### src/rtl/vga_stream_master.sv
// Avalon-ST video test-pattern source: one header beat plus H_ACTIVE*V_ACTIVE pixel beats per frame.
// Define VGA_STREAM_CTRL_PKT_EN to precede every frame with a video control packet.
module vga_stream_master #(
    parameter int unsigned H_ACTIVE   = 640,
    parameter int unsigned V_ACTIVE   = 480,
    parameter int unsigned COLOR_BITS = 10
) (
    input  logic                    clk,
    input  logic                    reset,
    input  logic                    enable,
    input  logic [1:0]              mode,
    input  logic [3*COLOR_BITS-1:0] solid_color,
    output logic [3*COLOR_BITS-1:0] m_data,
    output logic                    m_startofpacket,
    output logic                    m_endofpacket,
    output logic [1:0]              m_empty,
    output logic                    m_valid,
    input  logic                    m_ready,
    output logic                    frame_done,
    output logic [15:0]             frame_count
);
    localparam int unsigned CB = COLOR_BITS;
    localparam int unsigned DW = 3 * CB;
    localparam int unsigned BW = (H_ACTIVE < 8) ? 1 : H_ACTIVE / 8;
    localparam logic [15:0] X_LAST = 16'(H_ACTIVE - 1);
    localparam logic [15:0] Y_LAST = 16'(V_ACTIVE - 1);

    typedef enum logic [2:0] {IDLE, CTRL_HDR, CTRL_DATA, VID_HDR, PIXELS} state_t;

    state_t        state_q, state_d;
    logic [15:0]   x_q, x_d, y_q, y_d;
    logic [1:0]    mode_q, mode_d;
    logic [DW-1:0] solid_q, solid_d;
    logic [DW-1:0] data_q, data_d;
    logic          sop_q, sop_d, eop_q, eop_d, valid_q, valid_d;
    logic          done_q, done_d;
    logic [15:0]   count_q, count_d;

    logic          load, last_px, go_vid, go_pix;
    logic [2:0]    bar;
    logic [DW-1:0] pix;

`ifdef VGA_STREAM_CTRL_PKT_EN
    localparam logic [15:0] W_DIM = 16'(H_ACTIVE);
    localparam logic [15:0] H_DIM = 16'(V_ACTIVE);

    logic [1:0] ctrl_idx_q, ctrl_idx_d;

    // One nibble in the low bits of each colour symbol, symbol 0 lowest.
    function automatic logic [DW-1:0] sym3(input logic [3:0] s0, input logic [3:0] s1,
                                           input logic [3:0] s2);
        logic [DW-1:0] d;
        d = '0;
        d[3:0]           = s0;
        d[CB+3:CB]       = s1;
        d[2*CB+3:2*CB]   = s2;
        return d;
    endfunction
`endif

    // Bar index as the number of bar boundaries at or left of x; the last bar takes the remainder.
    always_comb begin
        bar = '0;
        for (int unsigned k = 1; k < 8; k++) begin
            if (32'(x_q) >= k * BW) begin
                bar = bar + 3'd1;
            end
        end
        case (mode_q)
            2'd0:    pix = solid_q;
            2'd1:    pix = {{CB{~bar[1]}}, {CB{~bar[2]}}, {CB{~bar[0]}}};
            2'd2:    pix = {CB'(x_q), CB'(y_q), CB'(x_q ^ y_q)};
            default: pix = (x_q[5] ^ y_q[5]) ? '0 : '1;
        endcase
    end

    always_comb begin
        state_d = state_q;
        x_d     = x_q;
        y_d     = y_q;
        mode_d  = mode_q;
        solid_d = solid_q;
        data_d  = data_q;
        sop_d   = sop_q;
        eop_d   = eop_q;
        valid_d = valid_q;
        done_d  = 1'b0;
        count_d = count_q;
`ifdef VGA_STREAM_CTRL_PKT_EN
        ctrl_idx_d = ctrl_idx_q;
`endif
        go_vid  = 1'b0;
        go_pix  = 1'b0;
        load    = !valid_q || m_ready;
        last_px = (x_q == X_LAST) && (y_q == Y_LAST);

        if (valid_q && m_ready && eop_q && state_q == PIXELS) begin
            done_d  = 1'b1;
            count_d = count_q + 16'd1;
        end

        if (load) begin
            case (state_q)
                IDLE, PIXELS: begin
                    if (state_q == PIXELS && !eop_q) begin
                        go_pix = 1'b1;
                    end else if (enable) begin
`ifdef VGA_STREAM_CTRL_PKT_EN
                        state_d     = CTRL_HDR;
                        data_d      = '0;
                        data_d[3:0] = 4'hF;
                        sop_d       = 1'b1;
                        eop_d       = 1'b0;
                        valid_d     = 1'b1;
                        ctrl_idx_d  = '0;
`else
                        go_vid = 1'b1;
`endif
                    end else begin
                        state_d = IDLE;
                        valid_d = 1'b0;
                        sop_d   = 1'b0;
                        eop_d   = 1'b0;
                    end
                end
`ifdef VGA_STREAM_CTRL_PKT_EN
                CTRL_HDR: begin
                    state_d    = CTRL_DATA;
                    ctrl_idx_d = '0;
                    data_d     = sym3(W_DIM[15:12], W_DIM[11:8], W_DIM[7:4]);
                    sop_d      = 1'b0;
                    eop_d      = 1'b0;
                end
                CTRL_DATA: begin
                    case (ctrl_idx_q)
                        2'd0: begin
                            data_d     = sym3(W_DIM[3:0], H_DIM[15:12], H_DIM[11:8]);
                            ctrl_idx_d = 2'd1;
                        end
                        2'd1: begin
                            data_d     = sym3(H_DIM[7:4], H_DIM[3:0], 4'h3);
                            eop_d      = 1'b1;
                            ctrl_idx_d = 2'd2;
                        end
                        default: go_vid = 1'b1;
                    endcase
                end
`endif
                VID_HDR: go_pix = 1'b1;
                default: begin
                    state_d = IDLE;
                    valid_d = 1'b0;
                end
            endcase

            if (go_vid) begin
                state_d = VID_HDR;
                data_d  = '0;
                sop_d   = 1'b1;
                eop_d   = 1'b0;
                valid_d = 1'b1;
                mode_d  = mode;
                solid_d = solid_color;
            end

            if (go_pix) begin
                state_d = PIXELS;
                data_d  = pix;
                sop_d   = 1'b0;
                eop_d   = last_px;
                valid_d = 1'b1;
                if (x_q == X_LAST) begin
                    x_d = '0;
                    y_d = (y_q == Y_LAST) ? '0 : y_q + 16'd1;
                end else begin
                    x_d = x_q + 16'd1;
                end
            end
        end
    end

    always_ff @(posedge clk or posedge reset) begin
        if (reset) begin
            state_q <= IDLE;
            x_q     <= '0;
            y_q     <= '0;
            mode_q  <= '0;
            solid_q <= '0;
            data_q  <= '0;
            sop_q   <= 1'b0;
            eop_q   <= 1'b0;
            valid_q <= 1'b0;
            done_q  <= 1'b0;
            count_q <= '0;
`ifdef VGA_STREAM_CTRL_PKT_EN
            ctrl_idx_q <= '0;
`endif
        end else begin
            state_q <= state_d;
            x_q     <= x_d;
            y_q     <= y_d;
            mode_q  <= mode_d;
            solid_q <= solid_d;
            data_q  <= data_d;
            sop_q   <= sop_d;
            eop_q   <= eop_d;
            valid_q <= valid_d;
            done_q  <= done_d;
            count_q <= count_d;
`ifdef VGA_STREAM_CTRL_PKT_EN
            ctrl_idx_q <= ctrl_idx_d;
`endif
        end
    end

    assign m_data          = data_q;
    assign m_startofpacket = sop_q;
    assign m_endofpacket   = eop_q;
    assign m_empty         = 2'b00;
    assign m_valid         = valid_q;
    assign frame_done      = done_q;
    assign frame_count     = count_q;

endmodule

### config.mk
export PLATFORM = sky130hd
export DESIGN_NAME = vga_stream_master
export DESIGN_NICKNAME = d
export VERILOG_FILES = /design/src/rtl/vga_stream_master.sv
export SDC_FILE = /design/constraint.sdc
export NUM_CORES = 1
export LEC_CHECK = 0
export CAP_MARGIN = 20
export CORE_ASPECT_RATIO = 0.75
export CORE_MARGIN = 10
export CORE_UTILIZATION = 30
export CTS_CLUSTER_SIZE = 40
export DETAILED_ROUTE_END_ITERATION = 6
export PLACE_DENSITY = 0.61
export SKIP_CTS_REPAIR_TIMING = 1
export SLEW_MARGIN = 20
export SYNTH_ARGS = -nofsm -noshare
export SYNTH_HDL_FRONTEND = slang
export SYNTH_SLANG_ARGS = --single-unit
### constraint.sdc
create_clock -name clk -period 4.6 [get_ports clk]
set_input_delay 1.38 -clock clk [delete_from_list [all_inputs] [get_ports clk]]
set_output_delay 1.38 -clock clk [all_outputs]
set_load 0.02 [all_outputs]
Yosys cells after proc, flatten, opt, wreduce, memory -nomap -nowiden
Index checks and enable logic that the tools add are counted.

word-level totals
  input bits = 36
  word-level logic and storage cells = 98
  memory bits (writable) = 0
  bits in read-only memories = 0
  output and inout bits = 52
  memories = 0
  flip-flop bits (word level) = 117
  bits in latches = 0

cells by class
  add/subtract/negate cells = 9
  div/mod/pow operators = 0
  multiplexer cells = 36
  equality and inequality tests = 11
  multiply operators = 0
  reduce and logical (&&, ||, !) cells = 19
  magnitude comparators = 7
  shift-type cells = 0
  bitwise logic cells = 5

operators with widths
  operator               count
  $mux 30                3
  $pmux 30 s3            1
  $add 16x1->16 const B  3
  $ge 16x9->1 const B    3
  $ge 16x8->1 const B    2
  $mux 16                2
  $mux 3                 10
  $add 3x1->3 const B    6
  $mux 1                 17
  $eq 16x10->1 const B   1
  $eq 16x9->1 const B    1
  $ge 16x10->1 const B   1
  $ge 16x7->1 const B    1
  $xor 10x10->10         1
  $ne 4x4->1 const B     2
  $reduce_and 4->1       2
  $ne 3x1->1 const B     2
  $pmux 3 s2             1
  $reduce_and 2->1       3
  $logic_and 1x1->1      5
  $pmux 1 s2             2
  $eq 3x2->1 const B     1
  $eq 3x3->1 const B     1
  $logic_not 3->1        1
  other kinds (12)       15

Logic depth before layout (Yosys ltp)
  depth after elaboration = 17
  depth in mapped cells = 20

Least setup slack after synthesis
No wires, ideal clock.

  path type = register to register
  start point = reg x_q[15]
  end point = reg data_q[10] (netlist: m_data[10])
  data required time = 4,533 ps
  cell stages (with the launch flop) = 19
  setup time = 67 ps
  buffers on the path = 1
  arrival = 4,212 ps
  setup slack = 320 ps
  cells stage by stage = dfrtp_1 -> nor4_4 -> and2_2 -> and3_1 -> ha_1 -> buf_2 -> xor2_1 -> ha_1 -> a21oi_1 -> xor2_1 -> mux2i_1 -> ha_1 -> a211o_1 -> ha_1 -> inv_1 -> nor3_1 -> or3_1 -> mux2i_2 -> a311o_1

on the way
  longest elaborated chain between the ends = 17

RTL lines
  element                   RTL line  RTL
  start: declaration        31        logic [15:0] x_q, x_d, y_q, y_d;
  start signal: assignment  185       x_q <= '0;
  start signal: assignment  200       x_q <= x_d;
  $ge 16x7->1               65        if (32'(x_q) >= k * BW) begin
  $mux 1                    65
  $add 3x1->3               66        bar = bar + 3'd1;
  $mux 3                    65
  $add 3x1->3               66
  $mux 3                    65
  $add 3x1->3               66
  $mux 3                    65
  $add 3x1->3               66
  $mux 3                    65
  $add 3x1->3               66
  $mux 3                    65
  $add 3x1->3               66
  $mux 3 (*)                65
  $not 1->1 (*)             71        2'd1: pix = {{CB{~bar[1]}}, {CB{~bar[2]}}, {CB{~bar[0]}}};
  $pmux 30 s3 (*)           69        case (mode_q)
  $mux 30 (*)               166       if (go_pix) begin
  end signal: assignment    204       data_q <= data_d;
  end: declaration          34        logic [DW-1:0] data_q, data_d;

Every way passes the cells marked *; elsewhere a longest branch is shown, timed or not.
A chain may end at the register's enable or synchronous reset.

Worst setup path in the final report
  start point = reg x_q[14]
  end point = reg data_q[17] (netlist: m_data[17])

Same word-level chain as after synthesis.

==> results.txt <==
- Die width: roughly 180 um
- Period utilization: a little over nine tenths
- Post-Synthesis Cells: around 660
- Layout Cells excl Fill: 1,003
- Clock-pin slew reported for the worst setup and hold paths after clock tree synthesis: around 0.05 ns
- Of all flip-flops after synthesis, the portion carrying an async set or reset was 100%.
* Final design instance area without fill: ~8000 um2
- In this run the number of H-tree levels came out at 4.
* Final hold violation count: 0
* Count of routing violations after the opening detailed-route iteration: just over 500
- Once placement finished, the instance area stood at ~7200 um2.
- Number of clock sinks: 116
- Clock tree from TritonCTS: yes
- Result of the run: finished, final reports clean
- Worst-Skew Late Latency: between 0.4 and 0.5 ns
* Arrival time reported for the critical path endpoint: about 4.6 ns
- By instance count, the cell type seen most on the critical path is ha_1.
* Static power due to leakage: around 3.6 nW
* Yosys Warn Count: 0
- Port Buffers: between 80 and 90
- Global routing finished with a remaining overflow of 0.
- Final antenna diode count: 0
* Fraction of synthesized cell area taken by the top area cell type: 47.9%
- The via count of the first global-routing pass came to roughly 4,900.
- In this run the clock root is driven by a clkbuf_16.
- For this design the ratio of total power to cell area is around 590 nW/um2.
- In this design, the stage delay of the slowest critical-path cell is ~0.43 ns.
* List of cells traversed by the critical path: nor4_4 > and2_2 > and3_1 > inv_1 > ha_1 > nor2_1 > a21oi_1 > ha_1 > a21oi_1 > xor2_1 > mux2i_1 > ha_1 > a211o_1 > ha_1 > inv_1 > nor3_1 > o21ai_0 > mux2i_4 > a311o_1
* Layout Skew: approximately 0.013 ns
* Wirelength, routed: approximately 18 mm
- The region available for standard cell placement spans about 20,000 um2.
- In this run the deepest clock path goes through 2 buffers.
* Minimum hold slack: 0.464 ns
- In this run the register-to-register setup slack is roughly 0.25 ns.
- For the pin with the worst max-slew slack, the measured transition is 0.821 ns.
- Number of remaining DRC errors: 0
* Sequential cell area fraction in the yosys report: between 40 and 50%
- Startpoint class of the critical path: flop
- Detailed-route wire length per cell: roughly 18 um
- The number of different library cells used by synthesis comes to 60.
- For this run, the leading register cell type out of synthesis is dfrtp_1.
* Post-synthesis instance area: approximately 6000 um2
* Maximum number of pins on one net before global-route repair: 53
- In this run, CTS created clock tree buffers numbering 17.
* Total iterations of the first detailed-routing run: 6
* Max-cap violation count: 0
* Synth area leader: dfrtp_1
- DR vias/cell: around 5
* FP Rows: 44
- Final-stage net count: between 700 and 800
- The congestion estimate from routability-driven global placement came to about 0.87.
- Crit path kind: flop to flop
- In this run the remaining antenna-violating nets after routing total 0.
- Mapped Avg Cell Area: 9.26 um2
- The synthesized design contains around 120 register bits.
* Pins over their slew limit: 0
* Count of vias placed by the detailed router: around 5,100
* Fmax: roughly 230 MHz
- Area of the die: around 26,000 um2
- Final count of negative-setup-slack endpoints: 0
* Data required time at the worst endpoint: about 4.9 ns
- EDFF count, synth: 0
- The worst path in the final design needs a cycle of around 4.3 ns, including I/O delays and setup.
* Overall global routing resource usage: between 10 and 15%
- The path class of the tightest hold or removal check is flop to flop.
- The initial utilization of the core area, before any placement, comes to 30.9%.
- Most used standard cells in the synthesized netlist: nand2_1 (136), dfrtp_1 (116), nor2_1 (44), xor2_1 (32), clkbuf_1 (29)
- Most common cell in the synthesized netlist: nand2_1
- The number of placed instances, taps included, is ~970.
* Area delta synth->final: 29.2%
* Remaining max-slew budget at the tightest pin: between 40% and 50%
- STA classifies the critical path endpoint as a flop.
- Wire length of the first global-routing pass: 28.2 mm
* Number of primary I/O pins: just under 90
- Fraction of final layout cells sized beyond drive strength 1: 8.80%
- The floorplan step set the die height to 143 um.
- Of all nets on the critical path, the largest fanout is 10.
- Filler Cell Count: roughly 2,000
* Max VDD drop: just under 0.3 mV
- The initial antenna violation count was 0.
- Summed over all nets, the half-perimeter wirelength after detailed placement is ~13 mm.
- Cell type of the slowest stage on the worst timing path: dfrtp_1
* Ranking of synthesized cells by area: dfrtp_1 (48%), nand2_1 (8.4%), xor2_1 (4.6%), a311o_1 (4.3%), xnor2_1 (3.8%)
metrics by stage:
step	total power, mW	TNS (ns)	util, %	setup slack [ns]
final	4.59	0	40.0	0.254
after global routing	4.88	-0.0550	40.0	-0.0256
after CTS	4.61	0	39.9	0.195
after detailed placement	3.29	0	36.9	0.228
after global placement	3.27	0	36.9	0.334
after floorplan	2.61	0	-	0.148
logic make-up after synthesis:
logic type,Yosys count,synth area share (%)
AND/OR/NAND/NOR,308,24.7
flip-flops,116,47.9
AO/OA/AOI/OAI,102,12.2
XOR/XNOR,58,8.38
buffers and inverters,55,3.71
adder cells (fa/ha/maj),11,2.27
multiplexers,4,0.743
other,1,0.0618
flip-flops by register name, indices dropped and copies added (netlist names):
| register | count |
|---|---|
| state_q | 2 |
| solid_q | 30 |
| frame_count | 16 |
| frame_done | 1 |
| m_data | 30 |
| m_valid | 1 |
| m_endofpacket | 1 |
| m_startofpacket | 1 |
| y_q | 16 |
| x_q | 16 |
| mode_q | 2 |
critical path: cells and delay by family (launching register included):
kind | cells | cell delay [ns]
AND/OR/NAND/NOR | 5 | 0.91
multiplexers | 2 | 0.28
flip-flops | 1 | 0.43
buffers and inverters | 2 | 0.15
AO/OA/AOI/OAI | 5 | 1.24
XOR/XNOR | 1 | 0.16
adder cells (fa/ha/maj) | 4 | 1.07
worst paths after layout:
kind,to,from,cells past startpoint
min in group asynchronous,frame_count[14]$_DFFE_PP0P_,reset,2
max,m_data[17]$_DFFE_PP0P_,x_q[14]$_DFFE_PP0P_,19
min reg2reg,solid_q[15]$_DFFE_PP0P_,solid_q[15]$_DFFE_PP0P_,2
min,solid_q[15]$_DFFE_PP0P_,solid_q[15]$_DFFE_PP0P_,2
max in group asynchronous,solid_q[6]$_DFFE_PP0P_,reset,3
max reg2reg,m_data[17]$_DFFE_PP0P_,x_q[14]$_DFFE_PP0P_,19
layout by cell type (no fill, tap or decap), types with 2 or more instances in the layout:
cell type / count
nor3b_1: 9
and3_1: 13
a31oi_1: 3
nand3b_1: 3
nor3_2: 2
o211a_1: 2
bufinv_16: 2
xor2_1: 32
and2_1: 3
nand2b_1: 2
clkinv_2: 4
inv_1: 13
a21oi_1: 23
and4_1: 2
nor3_1: 22
o22ai_1: 13
xnor2_1: 26
a311o_1: 26
nand3_1: 16
mux2i_1: 2
dfrtp_1: 116
clkbuf_16: 17
conb_1: 2
nor4_1: 12
ha_1: 11
or3_1: 5
o21a_1: 2
clkbuf_8: 3
clkbuf_1: 2
nand2_1: 136
buf_4: 18
o21ai_0: 18
clkinvlp_4: 2
nor2_1: 44
nor2b_1: 16
nand4_1: 14
clkdlybuf4s50_1: 85
cell type report:
cell class,instances,area (um2),share of cell area [%]
Timing Repair Buffer,104,1010,12.8
Clock buffer,22,474,6.05
Inverter,14,55.1,0.703
Multi-Input combinational cell,485,2980,38.0
Tap cell,253,317,4.04
Sequential cell,116,2900,37.0
Clock inverter,9,104,1.33
where the power goes:
part | internal (mW) | switching [mW]
combinational | 0.731 | 0.979
clock | 0.833 | 0.472
sequential | 1.33 | 0.252
layer usage:
metal  track usage [%]  vias to the layer above  part of all wire (%)
li1                  -                     2443                     -
met1              20.8                     2500                    51
met2              17.9                      177                    41
met3              4.16                       12                   7.3
met4              2.97                        0                  0.71
met5                 0                        -                     0
(Power assumes the default switching activity.)
